`config.mk`:
```
export PLATFORM = sky130hd
export DESIGN_NAME = vga_sync_monitor
export DESIGN_NICKNAME = d
export VERILOG_FILES = /design/src/rtl/vga_sync_monitor.sv
export SDC_FILE = /design/constraint.sdc
export NUM_CORES = 1
export LEC_CHECK = 0
export CORE_UTILIZATION = 44
export DETAILED_ROUTE_END_ITERATION = 12
export PLACE_DENSITY = 0.76
export SYNTH_ARGS = -nofsm -noshare
export SYNTH_HDL_FRONTEND = slang
export SYNTH_SLANG_ARGS = --single-unit
```
`constraint.sdc`:
```
create_clock -name vgaclk -period 4.1 [get_ports vgaclk]
set_clock_uncertainty 0.15 [all_clocks]
set_input_delay 0.82 -clock vgaclk [delete_from_list [all_inputs] [get_ports vgaclk]]
set_output_delay 0.82 -clock vgaclk [all_outputs]
set_load 0.02 [all_outputs]
```
`src/rtl/vga_sync_monitor.sv`:
```
// vga_sync_monitor: receive-side checker for a VGA sync stream. Measures line
// and frame periods, runs a lock FSM and, once locked, recovers x/y/de.
// Optional blank_b cross-check is built when VGA_MON_BLANK_CHECK_EN is defined.
module vga_sync_monitor #(
  parameter int unsigned H_TOTAL     = 800,
  parameter int unsigned V_TOTAL     = 525,
  parameter int unsigned H_START     = 144,
  parameter int unsigned V_START     = 35,
  parameter int unsigned H_ACTIVE    = 640,
  parameter int unsigned V_ACTIVE    = 480,
  parameter int unsigned LOCK_FRAMES = 2
) (
  input  logic        vgaclk,
  input  logic        rst_n,
  input  logic        hsync,
  input  logic        vsync,
  input  logic        blank_b,
  output logic [9:0]  x,
  output logic [9:0]  y,
  output logic        de,
  output logic        frame_start,
  output logic        locked,
  output logic [10:0] h_total,
  output logic [9:0]  v_total,
  output logic [7:0]  err_count,
  output logic        blank_err
);

  localparam logic [1:0] ST_SEARCH = 2'd0;
  localparam logic [1:0] ST_VERIFY = 2'd1;
  localparam logic [1:0] ST_LOCKED = 2'd2;

  localparam int unsigned GW = (LOCK_FRAMES > 1) ? $clog2(LOCK_FRAMES) : 1;
  localparam logic [GW-1:0] GOOD_LAST = GW'(LOCK_FRAMES - 1);

  localparam logic [10:0] H_TOTAL_W = 11'(H_TOTAL);
  localparam logic [9:0]  V_TOTAL_W = 10'(V_TOTAL);
  localparam logic [10:0] HS_LO     = 11'(H_START);
  localparam logic [10:0] HS_HI     = 11'(H_START + H_ACTIVE);
  localparam logic [9:0]  VS_LO     = 10'(V_START);
  localparam logic [9:0]  VS_HI     = 10'(V_START + V_ACTIVE);

  logic          hs_q, vs_q;
  logic          hs_fall, vs_fall;
  logic [10:0]   hcnt_q, hcnt_d, hcnt_p1, hpos;
  logic          h_valid_q, h_valid_d;
  logic [10:0]   h_total_q, h_total_d;
  logic [9:0]    vline_q, vline_d;
  logic [9:0]    v_total_q, v_total_d;
  logic          line_err_q, line_err_d;
  logic          sync_lost, line_error, bad_frame;
  logic [1:0]    state_q, state_d;
  logic [GW-1:0] good_q, good_d;
  logic          lock_loss, blank_inc;
  logic [7:0]    err_count_q, err_count_d;
  logic          win;
  logic [9:0]    x_q, x_d, y_q, y_d;
  logic          de_q, de_d, fs_q, fs_d;

  // Sync edge detection and horizontal/vertical period measurement.
  always_comb begin
    hs_fall    = hs_q & ~hsync;
    vs_fall    = vs_q & ~vsync;
    hcnt_p1    = hcnt_q + 11'd1;
    hpos       = hs_fall ? '0 : hcnt_p1;
    // A falling hsync on the saturated cycle counts as a resync, not a timeout.
    sync_lost  = (hcnt_q == '1) && !hs_fall;
    line_error = hs_fall && h_valid_q && (hcnt_p1 != H_TOTAL_W);
    bad_frame  = (vline_q != V_TOTAL_W) || line_err_q || line_error;

    hcnt_d     = hs_fall ? '0 : ((hcnt_q == '1) ? hcnt_q : hcnt_p1);
    h_valid_d  = hs_fall ? 1'b1 : (sync_lost ? 1'b0 : h_valid_q);
    h_total_d  = (hs_fall && h_valid_q) ? hcnt_p1 : h_total_q;
    vline_d    = vs_fall ? '0 : (hs_fall ? vline_q + 10'd1 : vline_q);
    v_total_d  = vs_fall ? vline_q : v_total_q;
    line_err_d = vs_fall ? 1'b0 : (line_err_q | line_error);
  end

  // Lock state machine and saturating error counter.
  always_comb begin
    state_d   = state_q;
    good_d    = good_q;
    lock_loss = 1'b0;
    case (state_q)
      ST_SEARCH: begin
        if (vs_fall) begin
          state_d = ST_VERIFY;
          good_d  = '0;
        end
      end
      ST_VERIFY: begin
        if (vs_fall) begin
          if (bad_frame) begin
            good_d = '0;
          end else if (good_q == GOOD_LAST) begin
            state_d = ST_LOCKED;
            good_d  = '0;
          end else begin
            good_d = good_q + 1'b1;
          end
        end
      end
      ST_LOCKED: begin
        if (line_error || (vs_fall && bad_frame)) begin
          state_d   = ST_VERIFY;
          good_d    = '0;
          lock_loss = 1'b1;
        end
      end
      default: begin
        state_d = ST_SEARCH;
        good_d  = '0;
      end
    endcase
    if (sync_lost) begin
      state_d   = ST_SEARCH;
      good_d    = '0;
      lock_loss = (state_q == ST_LOCKED);
    end
    err_count_d = err_count_q;
    if ((lock_loss || blank_inc) && (err_count_q != '1)) begin
      err_count_d = err_count_q + 8'd1;
    end
  end

  // Active-window recovery feeding the registered coordinate outputs.
  always_comb begin
    win  = (state_q == ST_LOCKED) &&
           (hpos >= HS_LO) && (hpos < HS_HI) &&
           (vline_q >= VS_LO) && (vline_q < VS_HI);
    de_d = win;
    x_d  = win ? 10'(hpos - HS_LO) : '0;
    y_d  = win ? (vline_q - VS_LO) : '0;
    fs_d = (state_q == ST_LOCKED) && vs_fall;
  end

  // State registers with synchronous active-low reset.
  always_ff @(posedge vgaclk) begin
    if (!rst_n) begin
      hs_q        <= 1'b0;
      vs_q        <= 1'b0;
      hcnt_q      <= '0;
      h_valid_q   <= 1'b0;
      h_total_q   <= '0;
      vline_q     <= '0;
      v_total_q   <= '0;
      line_err_q  <= 1'b0;
      state_q     <= ST_SEARCH;
      good_q      <= '0;
      err_count_q <= '0;
      x_q         <= '0;
      y_q         <= '0;
      de_q        <= 1'b0;
      fs_q        <= 1'b0;
    end else begin
      hs_q        <= hsync;
      vs_q        <= vsync;
      hcnt_q      <= hcnt_d;
      h_valid_q   <= h_valid_d;
      h_total_q   <= h_total_d;
      vline_q     <= vline_d;
      v_total_q   <= v_total_d;
      line_err_q  <= line_err_d;
      state_q     <= state_d;
      good_q      <= good_d;
      err_count_q <= err_count_d;
      x_q         <= x_d;
      y_q         <= y_d;
      de_q        <= de_d;
      fs_q        <= fs_d;
    end
  end

`ifdef VGA_MON_BLANK_CHECK_EN
  logic mismatch, blank_seen_q, blank_seen_d, blank_err_q, blank_err_d;

  // blank_b versus recovered window; one error count per offending line.
  always_comb begin
    mismatch     = (state_q == ST_LOCKED) && (blank_b != win);
    blank_inc    = mismatch && (hs_fall || !blank_seen_q);
    blank_seen_d = hs_fall ? mismatch : (blank_seen_q | mismatch);
    blank_err_d  = blank_err_q | mismatch;
  end

  // Blank-check flags; blank_err is sticky until reset.
  always_ff @(posedge vgaclk) begin
    if (!rst_n) begin
      blank_seen_q <= 1'b0;
      blank_err_q  <= 1'b0;
    end else begin
      blank_seen_q <= blank_seen_d;
      blank_err_q  <= blank_err_d;
    end
  end

  assign blank_err = blank_err_q;
`else
  logic unused_blank;
  assign unused_blank = blank_b;
  assign blank_inc    = 1'b0;
  assign blank_err    = 1'b0;
`endif

  assign x           = x_q;
  assign y           = y_q;
  assign de          = de_q;
  assign frame_start = fs_q;
  assign locked      = (state_q == ST_LOCKED);
  assign h_total     = h_total_q;
  assign v_total     = v_total_q;
  assign err_count   = err_count_q;

endmodule

```
# Yosys cells after proc, flatten, opt, wreduce, memory -nomap -nowiden
# Cells that the tools add are included.
# Widths: inputs -> output; s select.
# totals
elab_cells	82
input_bits	5
reg_bits	79
out_inout_bits	53
# op_classes
bitwise_logic	6
n_reduce_logical	22
order_cmp	4
mux	18
n_eq_ne	11
add_sub_neg	6
# ops
cell	n
$add 11x1->11 const B	1
$eq 11x11->1 const B	1
$ge 11x8->1 const B	1
$lt 11x10->1 const B	1
$mux 11	1
$ne 11x10->1 const B	1
$add 10x1->10 const B	1
$ge 10x6->1 const B	1
$logic_and 1x1->1	10
$lt 10x10->1 const B	1
$mux 1	10
$mux 2	5
$ne 10x10->1 const B	1
$sub 10x6->10 const B	1
$sub 10x8->10 const B	1
$add 8x1->8 const B	1
$ne 2x2->1 const B	4
$ne 8x8->1 const B	1
$pmux 2 s3	1
$reduce_or 2->1	3
$reduce_and 5->1	1
$logic_or 1x1->1	3
$not 1->1	3
$pmux 1 s3	1
11 further kinds	12

# Longest topological paths before layout
# Gate-level depths: netlist (run 1).
# logic_depth
depth_word	11
mapped_depth	12

# Least setup slack after synthesis (run 1)
# Ideal clock, no wire load.
# synth_path
path_type	input to register
startpoint	input hsync
endpoint	register x_q[7], in the netlist x[7]
setup_ns	0.073
n_path_buf	2
t_arrival_ns	2.684
slack_ns	1.193
stages	10
cell_sequence	nor2b_1 > clkbuf_1 > or2_2 > ha_1 > and3_1 > a32oi_1 > a2bb2oi_1 > a2111o_1 > buf_6 > nor3b_2
# synth_via
elab_chain_len	9
elab_cells_between_ends	11
# synth_lines
item	line_no	source
start: declaration	15	input logic hsync,
$not 1->1 *	62	hs_fall = hs_q & ~hsync;
$and 1x1->1 *	62	
$mux 11 *	65	hpos = hs_fall ? '0 : hcnt_p1;
$ge 11x8->1	129	(hpos >= HS_LO) && (hpos < HS_HI) &&
$logic_and 1x1->1	128	win = (state_q == ST_LOCKED) &&
$logic_and 1x1->1 (2 in series)	129	
$logic_and 1x1->1	130	(vline_q >= VS_LO) && (vline_q < VS_HI);
$reduce_and 2->1 (no line)	-	
end signal: assignment	151	x_q <= '0;
end signal: assignment	167	x_q <= x_d;
end: declaration	57	logic [9:0] x_q, x_d, y_q, y_d;
# Every way passes the cells marked *; elsewhere a longest branch is shown, timed or not.
# A chain may end at the register's enable or synchronous reset.

# Worst setup path after layout (run 1)
# layout_path
startpoint	register hcnt_q[0]
endpoint	register x_q[7], in the netlist x[7]
# layout_via
elab_chain_len	8
elab_cells_between_ends	10
# layout_lines
item	line_no	source
start: declaration	45	logic [10:0] hcnt_q, hcnt_d, hcnt_p1, hpos;
start signal: assignment	158	hcnt_q <= hcnt_d;
$add 11x1->11 *	64	hcnt_p1 = hcnt_q + 11'd1;
$mux 11 *	65	
$ge 11x8->1	129	
$logic_and 1x1->1	128	
$logic_and 1x1->1 (2 in series)	129	
$logic_and 1x1->1	130	
$reduce_and 2->1 (no line)	-	
# Marks and branches as above.

==> run_results.csv, run 1 <==
group,metric,value,unit
floorplan,io_pins,58,
cells_and_area,nets,458,
synthesis,netlist_top_cells_area,"dfxtp_1 (45%), nand2_1 (5.9%), nor2_1 (4.5%)",
sta,setup_viol,0,
cells_and_area,final_cell_mix,"dfxtp_1 (79), nand2_1 (55), clkdlybuf4s50_1 (55), nor2_1 (42), a21oi_1 (24)",
hold_path,hold_start,"v_total[6]$_SDFFE_PN0P_",
synthesis,synth_seq_cells,79,
setup_path,endpoint,"x[7]$_SDFF_PN0_",
floorplan,die_w,91.28,µm
power_and_ir_drop,ir_drop,0.0001909,V
drt,drt_first_pass_iters,4,
cts,cts_tree,"yes",
drt,drc,0,
synthesis,async_reset_ff_share,0,%
setup_path,r2r_cells,10,
setup_path,critPathSlowestCell,"a2111o_1",
global_route,antenna_found_initial,0,
setup_path,timing.rr.start,"hcnt_q[0]$_SDFFE_PP0P_",
hold_path,hp-class,"reg -> reg",
sta,setup_tns,0,ns
cts,cts.sink_count,79,
cells_and_area,regArea,1582,µm²
sta,fmax,0.3119,GHz
cts,worstSkewPairLatency,0.36,ns
cells_and_area,n_fill_cell,707,
synthesis,syn_area,3507,µm²
global_route,grt_start_max_net_pins,44,
cells_and_area,n_antenna_cell,0,
cts,cts_setup_buffers,0,
setup_path,cp-start-kind,"flop",
setup_path,crit_family,"compound AO/OA/AOI/OAI gates",
setup_path,endpoint_kind,"flop",
cells_and_area,layout_commonest_cell,"dfxtp_1",
drt,wirelength,7281,µm
floorplan,rows,32,
sta,max_slew_margin,24.02,%
setup_path,required,4.23,ns
floorplan,die_h,91.28,µm
setup_path,cp.depth,10,
synthesis,ys_warn_count,0,
cts,cts_hold_buf,0,
sta,rsz0062_at_grt,"no",
synthesis,synth_top_area_share,45.09,%
synthesis,yosysSeqAreaShare,45.09,%
power_and_ir_drop,pwr-share-seq,51.1,%
drt,vias,2904,
setup_path,crit_type,"reg -> reg",
synthesis,yosys_most_used_dff,"dfxtp_1",
setup_path,cpPeakStageDelay,0.67,ns
global_route,grt_overflow_total,0,
setup_path,r2r_slack,0.89,ns
cts,path_clk_slew,0.08,ns
synthesis,synth_edf_count,0,
drt,drt-initial-drc-count,79,
drt,detail-route-antenna-nets,0,
synthesis,synth_cells,403,
synthesis,ys_types,53,
job,maxCapViolCount,0,
cts,clock_path_buffers,2,
setup_path,crit_chain,"ha_1 -> nand3_1 -> xor2_1 -> nor2_1 -> ha_1 -> and3_1 -> a32oi_1 -> a2bb2oi_1 -> a2111o_1 -> nor3b_2",
setup_path,crit_start,"hcnt_q[0]$_SDFFE_PP0P_",
synthesis,syn_nets,414,
floorplan,start_util,45.39,%
floorplan,die_area,8332,µm²
sta,finalHoldViolCount,0,
global_route,grt_pass1_vias,2762,
cells_and_area,multi_input_area,1770,µm²
placement,hpwlAfterDp,5200,µm
run_status,status,"finished clean",
drt,wl_per_cell,13.14,µm
setup_path,path_buf_inv,0,
synthesis,synth_top_area_cell,"dfxtp_1",
cts,cts-root-buf,"clkbuf_8",
setup_path,crit_top_cell,"ha_1",
sta,hold_slack,0.3133,ns
sta,period_minus_slack,3.207,ns
sta,fin_crit_sh,78.21,%
placement,place_congestion,0.9228,
power_and_ir_drop,cellLeakagePower,1.654,nW
sta,maxSlewViolCount,0,
setup_path,crit_arrival,3.33,ns
power_and_ir_drop,netSwitchingFraction,21.61,%
power_and_ir_drop,p_clk_share,45.4,%
cells_and_area,drive_gt1_share,6.416,%
power_and_ir_drop,p_comb_share,3.5,%
floorplan,core_area,7727,µm²
power_and_ir_drop,p_int,1.199,mW
power_and_ir_drop,pwr_density_cell,352.5,nW/µm²
setup_path,worstPathMaxFanout,20,
power_and_ir_drop,power.switching,0.3307,mW
synthesis,avgSynthCellArea,8.703,µm²
cts,cts_inserted_buffers,9,
setup_path,r2r-end,"x[7]$_SDFF_PN0_",
cells_and_area,syn2layout_area_growth,23.76,%
cts,postCtsResizedCells,0,
drt,via_per_inst,5.242,
cts,cts-htree-levels,3,
global_route,track_usage,18.55,%
global_route,grt_pass1_wl,12480,µm
sta,tightestPinTransition,1.128,ns
placement,portBuffers,55,
==> worst register-to-register path, delay by kind of cell (launching register included) <==
family                   cells  cell delay, ns
AO/OA/AOI/OAI                3            0.93
AND/OR/NAND/NOR              4            0.80
flip-flops                   1            0.53
adder cells (fa/ha/maj)      2            0.50
XOR/XNOR                     1            0.21
==> power groups by stage <==
stage	sequential [mW]	clock [mW]	combinational, mW
final	0.782	0.694	0.0533
after global placement	0.800	0	0.0521
after global routing	0.784	0.738	0.0602
after floorplan	0.798	0	0.0384
after CTS	0.782	0.702	0.0536
after detailed placement	0.800	0	0.0534
==> registers in the layout (all words and copies together), names as in the netlist <==
| signal | flops |
|---|---|
| x | 10 |
| h_valid_q | 1 |
| good_q | 1 |
| de | 1 |
| v_total | 10 |
| hcnt_q | 11 |
| h_total | 11 |
| frame_start | 1 |
| y | 10 |
| vs_q | 1 |
| vline_q | 10 |
| line_err_q | 1 |
| hs_q | 1 |
| err_count | 8 |
| state_q | 2 |
==> cells by family (layout without fill, tap and decap cells) <==
family	count (synthesis)	count (layout)	synth area share [%]
flip-flops	79	79	45.09
AND/OR/NAND/NOR	171	171	23.94
buffers and inverters	36	85	4.424
multiplexers	11	11	3.175
XOR/XNOR	25	25	6.672
other	1	1	0.1069
AO/OA/AOI/OAI	74	74	14.45
adder cells (fa/ha/maj)	6	6	2.141
==> routing by layer <==
metal | share of wire (%) | wire length, µm | global-route usage [%] | vias to the layer above
li1 | - | - | - | 1469
met1 | 47 | 3436 | 23.53 | 1364
met2 | 47 | 3423 | 30.43 | 58
met3 | 4.0 | 289 | 3.183 | 13
met4 | 1.8 | 131 | 9.127 | 0
met5 | 0 | 0 | 0 | -
==> worst min path at each step <==
stage	end	cells after the start
final	v_total[6]$_SDFFE_PN0P_	2
after global routing	v_total[6]$_SDFFE_PN0P_	2
after CTS	line_err_q$_SDFF_PP0_	2
after detailed placement	line_err_q$_SDFF_PP0_	2
after global placement	line_err_q$_SDFF_PP0_	2
after floorplan	line_err_q$_SDFF_PP0_	2
==> through the flow <==
step / utilization [%] / instance area [µm²] / power, mW / worst slack [ns] / instances
floorplan: - / 3507 / 0.8365 / 1.193 / 403
global route: 56.17 / 4340 / 1.581 / 0.6664 / 554
global placement: 53.03 / 4098 / 0.8522 / 0.6066 / 538
finish: 56.17 / 4340 / 1.530 / 0.8933 / 554
CTS: 56.17 / 4340 / 1.538 / 0.9069 / 554
detailed placement: 53.03 / 4098 / 0.8538 / 0.5735 / 538
==> area by class of cell <==
cell class / count / area share [%]
Timing Repair Buffer: 59 / 13.38
Tap cell: 102 / 2.940
Clock buffer: 9 / 2.854
Clock inverter: 7 / 2.739
Inverter: 10 / 0.8648
Sequential cell: 79 / 36.44
Multi-Input combinational cell: 288 / 40.79
==> synth_stat cells (all sizes together) (9+ instances only) <==
master,instances
clkbuf,17
inv,10
nand2,55
nand2b,11
o211a,10
nand3,12
nor2,42
dfxtp,79
a21boi,11
mux2i,10
o21ai,11
a21oi,24
xnor2,17
buf,9
Note: power is estimated with default switching activity, not from simulation.
==> run 2: changes to the inputs <==
--- a/config.mk
+++ b/config.mk
@@ -7,7 +7,7 @@
 export LEC_CHECK = 0
 export CORE_UTILIZATION = 44
 export DETAILED_ROUTE_END_ITERATION = 12
-export PLACE_DENSITY = 0.76
+export PLACE_DENSITY = 0.79
 export SYNTH_ARGS = -nofsm -noshare
 export SYNTH_HDL_FRONTEND = slang
 export SYNTH_SLANG_ARGS = --single-unit
==> constraint.sdc (replaced) <==
create_clock -name vgaclk -period 2.9 [get_ports vgaclk]
set_clock_uncertainty 0.15 [all_clocks]
set_input_delay 0.58 -clock vgaclk [delete_from_list [all_inputs] [get_ports vgaclk]]
set_output_delay 0.58 -clock vgaclk [all_outputs]
set_load 0.02 [all_outputs]
==> run 2 against run 1 <==
Critical path depth up 1. Cell count up 3.1%. Count of clock-buffer cells in the layout up 1. Combinational power up 63%. Sequential share of layout area shrank 0.84 points. Worst setup slack worse by 0.65 ns. Utilization up 1.4 points. Register-to-register slack worse by 0.65 ns. Largest power group unchanged. Highest routed layer unchanged.
==> run_results.csv, run 2 (synthesis gave the netlist of run 1 again) <==
group,metric,value,unit
power_and_ir_drop,ir_drop,0.0002608,V
setup_path,crit_arrival,2.73,ns
cts,cts_inserted_buffers,9,
sta,hold_slack,0.3072,ns
global_route,gr-max-usage-layer,"met2",
drt,drt_first_pass_iters,5,
cts,clock_path_buffers,2,
sta,max_slew_margin,49.05,%
power_and_ir_drop,cellLeakagePower,1.727,nW
drt,drc,0,
placement,portBuffers,55,
sta,rsz0062_at_grt,"no",
floorplan,core_area,7727,µm²
cells_and_area,syn2layout_area_growth,26.86,%
sta,setup_tns,0,ns
hold_path,hp-class,"reg -> reg",
cells_and_area,layout_commonest_cell,"dfxtp_1",
sta,tightestPinTransition,0.7591,ns
cells_and_area,drive_gt1_share,10.02,%
global_route,track_usage,18.69,%
floorplan,die_h,91.28,µm
global_route,grt_start_max_net_pins,25,
job,maxCapViolCount,0,
drt,wirelength,7205,µm
cts,cts_tree,"yes",
cts,postCtsResizedCells,0,
drt,detail-route-antenna-nets,0,
cells_and_area,layout.cells.non_filler,571,
global_route,grt_util_met3,4.271,%
cts,path_clk_slew,0.08,ns
setup_path,r2r-end,"x[3]$_SDFF_PN0_",
power_and_ir_drop,pwr_density_cell,468.2,nW/µm²
cts,cts_setup_buffers,0,
power_and_ir_drop,fin_total_pwr,2.083,mW
setup_path,endpoint_kind,"flop",
sta,period_minus_slack,2.657,ns
setup_path,crit_start,"hcnt_q[4]$_SDFFE_PP0P_",
cts,cts.sink_count,79,
drt,wl_per_cell,12.62,µm
setup_path,r2r_slack,0.24,ns
placement,hpwlAfterDp,5255,µm
placement,place_congestion,0.9258,
cts,cts-htree-levels,3,
placement,place_inst,555,
setup_path,required,2.97,ns
global_route,grt_pass1_vias,2757,
sta,setup_viol,0,
global_route,met2_usage,30.49,%
setup_path,worstPathMaxFanout,10,
setup_path,timing.rr.start,"hcnt_q[4]$_SDFFE_PP0P_",
setup_path,endpoint,"x[3]$_SDFF_PN0_",
cts,cts-root-buf,"clkbuf_8",
global_route,grt_overflow_total,0,
drt,vias,3004,
floorplan,die_area,8332,µm²
sta,maxSlewViolCount,0,
setup_path,crit_type,"reg -> reg",
setup_path,r2r_cells,11,
cells_and_area,final_cell_mix,"dfxtp_1 (77), nand2_1 (55), clkdlybuf4s50_1 (55), nor2_1 (42), a21oi_1 (24)",
global_route,gr-usage-met1,23.53,%
sta,fin_crit_sh,91.63,%
floorplan,die_w,91.28,µm
floorplan,start_util,45.39,%
floorplan,rows,32,
run_status,status,"finished clean",
global_route,antenna_found_initial,0,
cells_and_area,nets,475,
setup_path,cp-start-kind,"flop",
drt,drt-initial-drc-count,183,
global_route,grt_pass1_wl,12470,µm
floorplan,io_pins,58,
cts,cts_hold_buf,0,
cts,worstSkewPairLatency,0.35,ns
sta,finalHoldViolCount,0,
sta,fmax,0.3763,GHz
drt,via_per_inst,5.261,
cells_and_area,n_antenna_cell,0,
==> run 2: how the worst min path moves through the flow <==
stage	start	to	slack, ns	cells after the start
finish	line_err_q$_SDFF_PP0_	line_err_q$_SDFF_PP0_	0.31	2
global route	line_err_q$_SDFF_PP0_	line_err_q$_SDFF_PP0_	0.33	2
CTS	line_err_q$_SDFF_PP0_	line_err_q$_SDFF_PP0_	0.30	2
detailed placement	line_err_q$_SDFF_PP0_	line_err_q$_SDFF_PP0_	0.29	2
global placement	line_err_q$_SDFF_PP0_	line_err_q$_SDFF_PP0_	0.28	2
floorplan	line_err_q$_SDFF_PP0_	line_err_q$_SDFF_PP0_	0.27	2
==> run 2: per-stage QoR <==
stage | util, % | cell area (µm²) | setup slack (ns)
final | 57.58 | 4449 | 0.2427
after global routing | 57.58 | 4449 | 0.01835
after CTS | 57.55 | 4447 | 0.1528
after detailed placement | 54.68 | 4225 | -0.1170
after global placement | 54.68 | 4225 | -0.08564
after floorplan | - | 3507 | 0.2331
==> run 2: report_power, final <==
group          leakage, nW  total, mW  switching (mW)  internal [mW]
logic                0.981     0.0869          0.0503         0.0366
clock network        0.107      0.892           0.402          0.491
registers            0.639       1.10         0.00986           1.09
==> run 2: critical path, stage by stage, from the launching register on <==
cell	delay [ns]
dfxtp_2	0.42
nand3_1	0.11
nor3_1	0.22
nor2_1	0.13
or2_2	0.31
ha_1	0.19
and3_1	0.16
a32oi_1	0.19
a2bb2oi_1	0.23
a2111o_1	0.17
buf_4	0.17
nor2_1	0.06
==> run 2: metal layers <==
layer	up-vias	part of all wire, %
met3	11	5.3
met1	1408	46
met2	74	47
met4	0	1.7
li1	1511	-
met5	-	0
==> run 2: final cells by class <==
type,count,area [µm²]
Fill cell,688,3278
Multi-Input combinational cell,288,1770
Sequential cell,79,1584
Timing Repair Buffer,76,708.2
Clock buffer,10,127.6
Tap cell,102,127.6
Clock inverter,6,93.84
Inverter,10,37.54
==> run 3: changes to the inputs <==
--- a/config.mk
+++ b/config.mk
@@ -5,6 +5,7 @@
 export SDC_FILE = /design/constraint.sdc
 export NUM_CORES = 1
 export LEC_CHECK = 0
+export CORE_MARGIN = 8
 export CORE_UTILIZATION = 44
 export DETAILED_ROUTE_END_ITERATION = 12
 export PLACE_DENSITY = 0.79
==> run 3 against run 2 <==
Sequential cell count unchanged. Register-to-register slack about the same. Combinational power decreased by 1%. Worst hold slack better by 0.00091 ns. Clock power fell by 9.2%. First-iteration DRC count down 44%. Utilization decreased by 0.47 points. Sequential share of layout area rose by 0.29 points. Final area down 0.82%. Fmax increased by 0.11%. Sequential power about the same. Largest power group unchanged.
==> run_results.csv, run 3 (synthesis gave the netlist of run 1 again) <==
group,metric,value,unit
run_status,status,"finished clean",
drt,wirelength,7774,µm
cells_and_area,syn2layout_area_growth,25.83,%
floorplan,die_w,105.3,µm
setup_path,worstPathMaxFanout,10,
global_route,antenna_found_initial,0,
power_and_ir_drop,pwr_density_cell,453.3,nW/µm²
power_and_ir_drop,cellLeakagePower,1.698,nW
sta,setup_viol,0,
cells_and_area,layout_commonest_cell,"dfxtp_1",
setup_path,r2r_cells,11,
floorplan,rows,32,
cts,cts_setup_buffers,0,
cts,postCtsResizedCells,0,
drt,drt_first_pass_iters,4,
setup_path,crit_start,"hsync",
sta,period_minus_slack,2.654,ns
sta,rsz0062_at_grt,"no",
global_route,grt_pass1_wl,13300,µm
hold_path,hold_end,"line_err_q$_SDFF_PP0_",
global_route,grt_pass1_vias,2793,
sta,max_slew_margin,47.62,%
floorplan,die_h,105.3,µm
hold_path,hold_start,"line_err_q$_SDFF_PP0_",
setup_path,r2r-end,"y[5]$_SDFF_PN0_",
setup_path,timing.rr.start,"hcnt_q[1]$_SDFFE_PP0P_",
cells_and_area,final_cell_mix,"dfxtp_1 (77), nand2_1 (55), clkdlybuf4s50_1 (55), nor2_1 (42), a21oi_1 (24)",
cells_and_area,layout.cells.non_filler,569,
hold_path,hp-class,"reg -> reg",
global_route,grt_overflow_total,0,
sta,fmax,0.3767,GHz
job,maxCapViolCount,0,
cts,cts_inserted_buffers,9,
cts,cts-htree-levels,3,
setup_path,cp-start-kind,"input port",
floorplan,die_area,11080,µm²
placement,place_congestion,0.9105,
sta,maxSlewViolCount,0,
power_and_ir_drop,ir_drop,0.0002490,V
floorplan,start_util,45.39,%
drt,wl_per_cell,13.66,µm
setup_path,r2r_slack,0.25,ns
placement,pre_cts_ws,-0.1409,ns
placement,place_inst,553,
cts,worstSkewPairLatency,0.36,ns
cts,cts-root-buf,"clkbuf_8",
sta,finalHoldViolCount,0,
cells_and_area,nets,473,
cts,cts_tree,"yes",
hold_path,min_path_cells,2,
cts,clock_path_buffers,2,
power_and_ir_drop,fin_total_pwr,2.000,mW
floorplan,core_area,7727,µm²
drt,vias,2954,
cts,cts.sink_count,79,
cts,path_clk_slew,0.08,ns
global_route,grt_start_max_net_pins,25,
cts,cts_hold_buf,0,
setup_path,endpoint_kind,"flop",
placement,hpwlAfterDp,5813,µm
cells_and_area,n_antenna_cell,0,
setup_path,crit_type,"in -> reg",
drt,drt-initial-drc-count,102,
sta,fin_crit_sh,91.53,%
setup_path,crit_arrival,2.79,ns
drt,via_per_inst,5.192,
drt,detail-route-antenna-nets,0,
placement,portBuffers,55,
global_route,track_usage,14.49,%
floorplan,io_pins,58,
cells_and_area,drive_gt1_share,9.850,%
setup_path,required,3.04,ns
drt,drc,0,
sta,tightestPinTransition,0.7803,ns
sta,setup_slack,0.2457,ns
## run 3: cell count changes in the layout (fill, tap and decap cells not counted), sizes merged
cell      before  now
buf           21   19
clkinvlp       1    3
bufinv         2    1
clkinv         2    1
## run 3: worst max-delay path by stage
| stage | end | slack, ns | depth (start not counted) |
|---|---|---|---|
| 3_3_place_gp | x[7]$_SDFF_PN0_ | -0.14 | 10 |
| 2_1_floorplan | x[7]$_SDFF_PN0_ | 0.23 | 10 |
| 4_1_cts | y[5]$_SDFF_PN0_ | 0.11 | 11 |
| 5_1_grt | y[5]$_SDFF_PN0_ | 0.01 | 11 |
| 3_5_place_dp | y[5]$_SDFF_PN0_ | -0.14 | 10 |
| 6_report | y[5]$_SDFF_PN0_ | 0.25 | 10 |
## run 3: routing by layer
| layer | part of all wire [%] | track usage, % | routed length (µm) |
|---|---|---|---|
| met1 | 47 | 17.94 | 3633 |
| met2 | 45 | 22.35 | 3530 |
| met3 | 5.7 | 4.263 | 446 |
| met4 | 2.1 | 7.543 | 164 |
| met5 | 0 | 0 | 0 |
## run 3: cell type report
type                       instances  area (µm²)
fill                             691        3314
multi-input combinational        288        1773
sequential                        79        1584
timing repair buffer              74       693.2
clock buffer                      10       127.6
tap                              102       127.6
clock inverter                     6       70.07
inverter                          10       37.54
## run 3: stage by stage
| step | hold slack (ns) | utilization, % | setup TNS (ns) | instance area (µm²) |
|---|---|---|---|---|
| 2_1_floorplan | 0.2712 | - | 0 | 3507 |
| 3_3_place_gp | 0.2814 | 54.49 | -1.299 | 4210 |
| 3_5_place_dp | 0.3010 | 54.49 | -1.289 | 4210 |
| 4_1_cts | 0.3152 | 57.04 | 0 | 4408 |
| 5_1_grt | 0.3226 | 57.11 | 0 | 4413 |
| 6_report | 0.3081 | 57.11 | 0 | 4413 |
## run 3: worst max-delay path: stages
cell and delay [ns]:
clkdlybuf4s50_1 0.45, nor2b_1 0.27, or2_2 0.19, ha_1 0.14, and3_1 0.14, a32oi_1 0.11, a2bb2oi_1 0.16, a2111o_1 0.41
buf_4 0.18, nor3_2 0.16
## run 3: power by group
group          switching [mW]  internal [mW]
registers              0.0102           1.09
logic                  0.0505         0.0352
clock network           0.408          0.402
total                   0.469           1.53
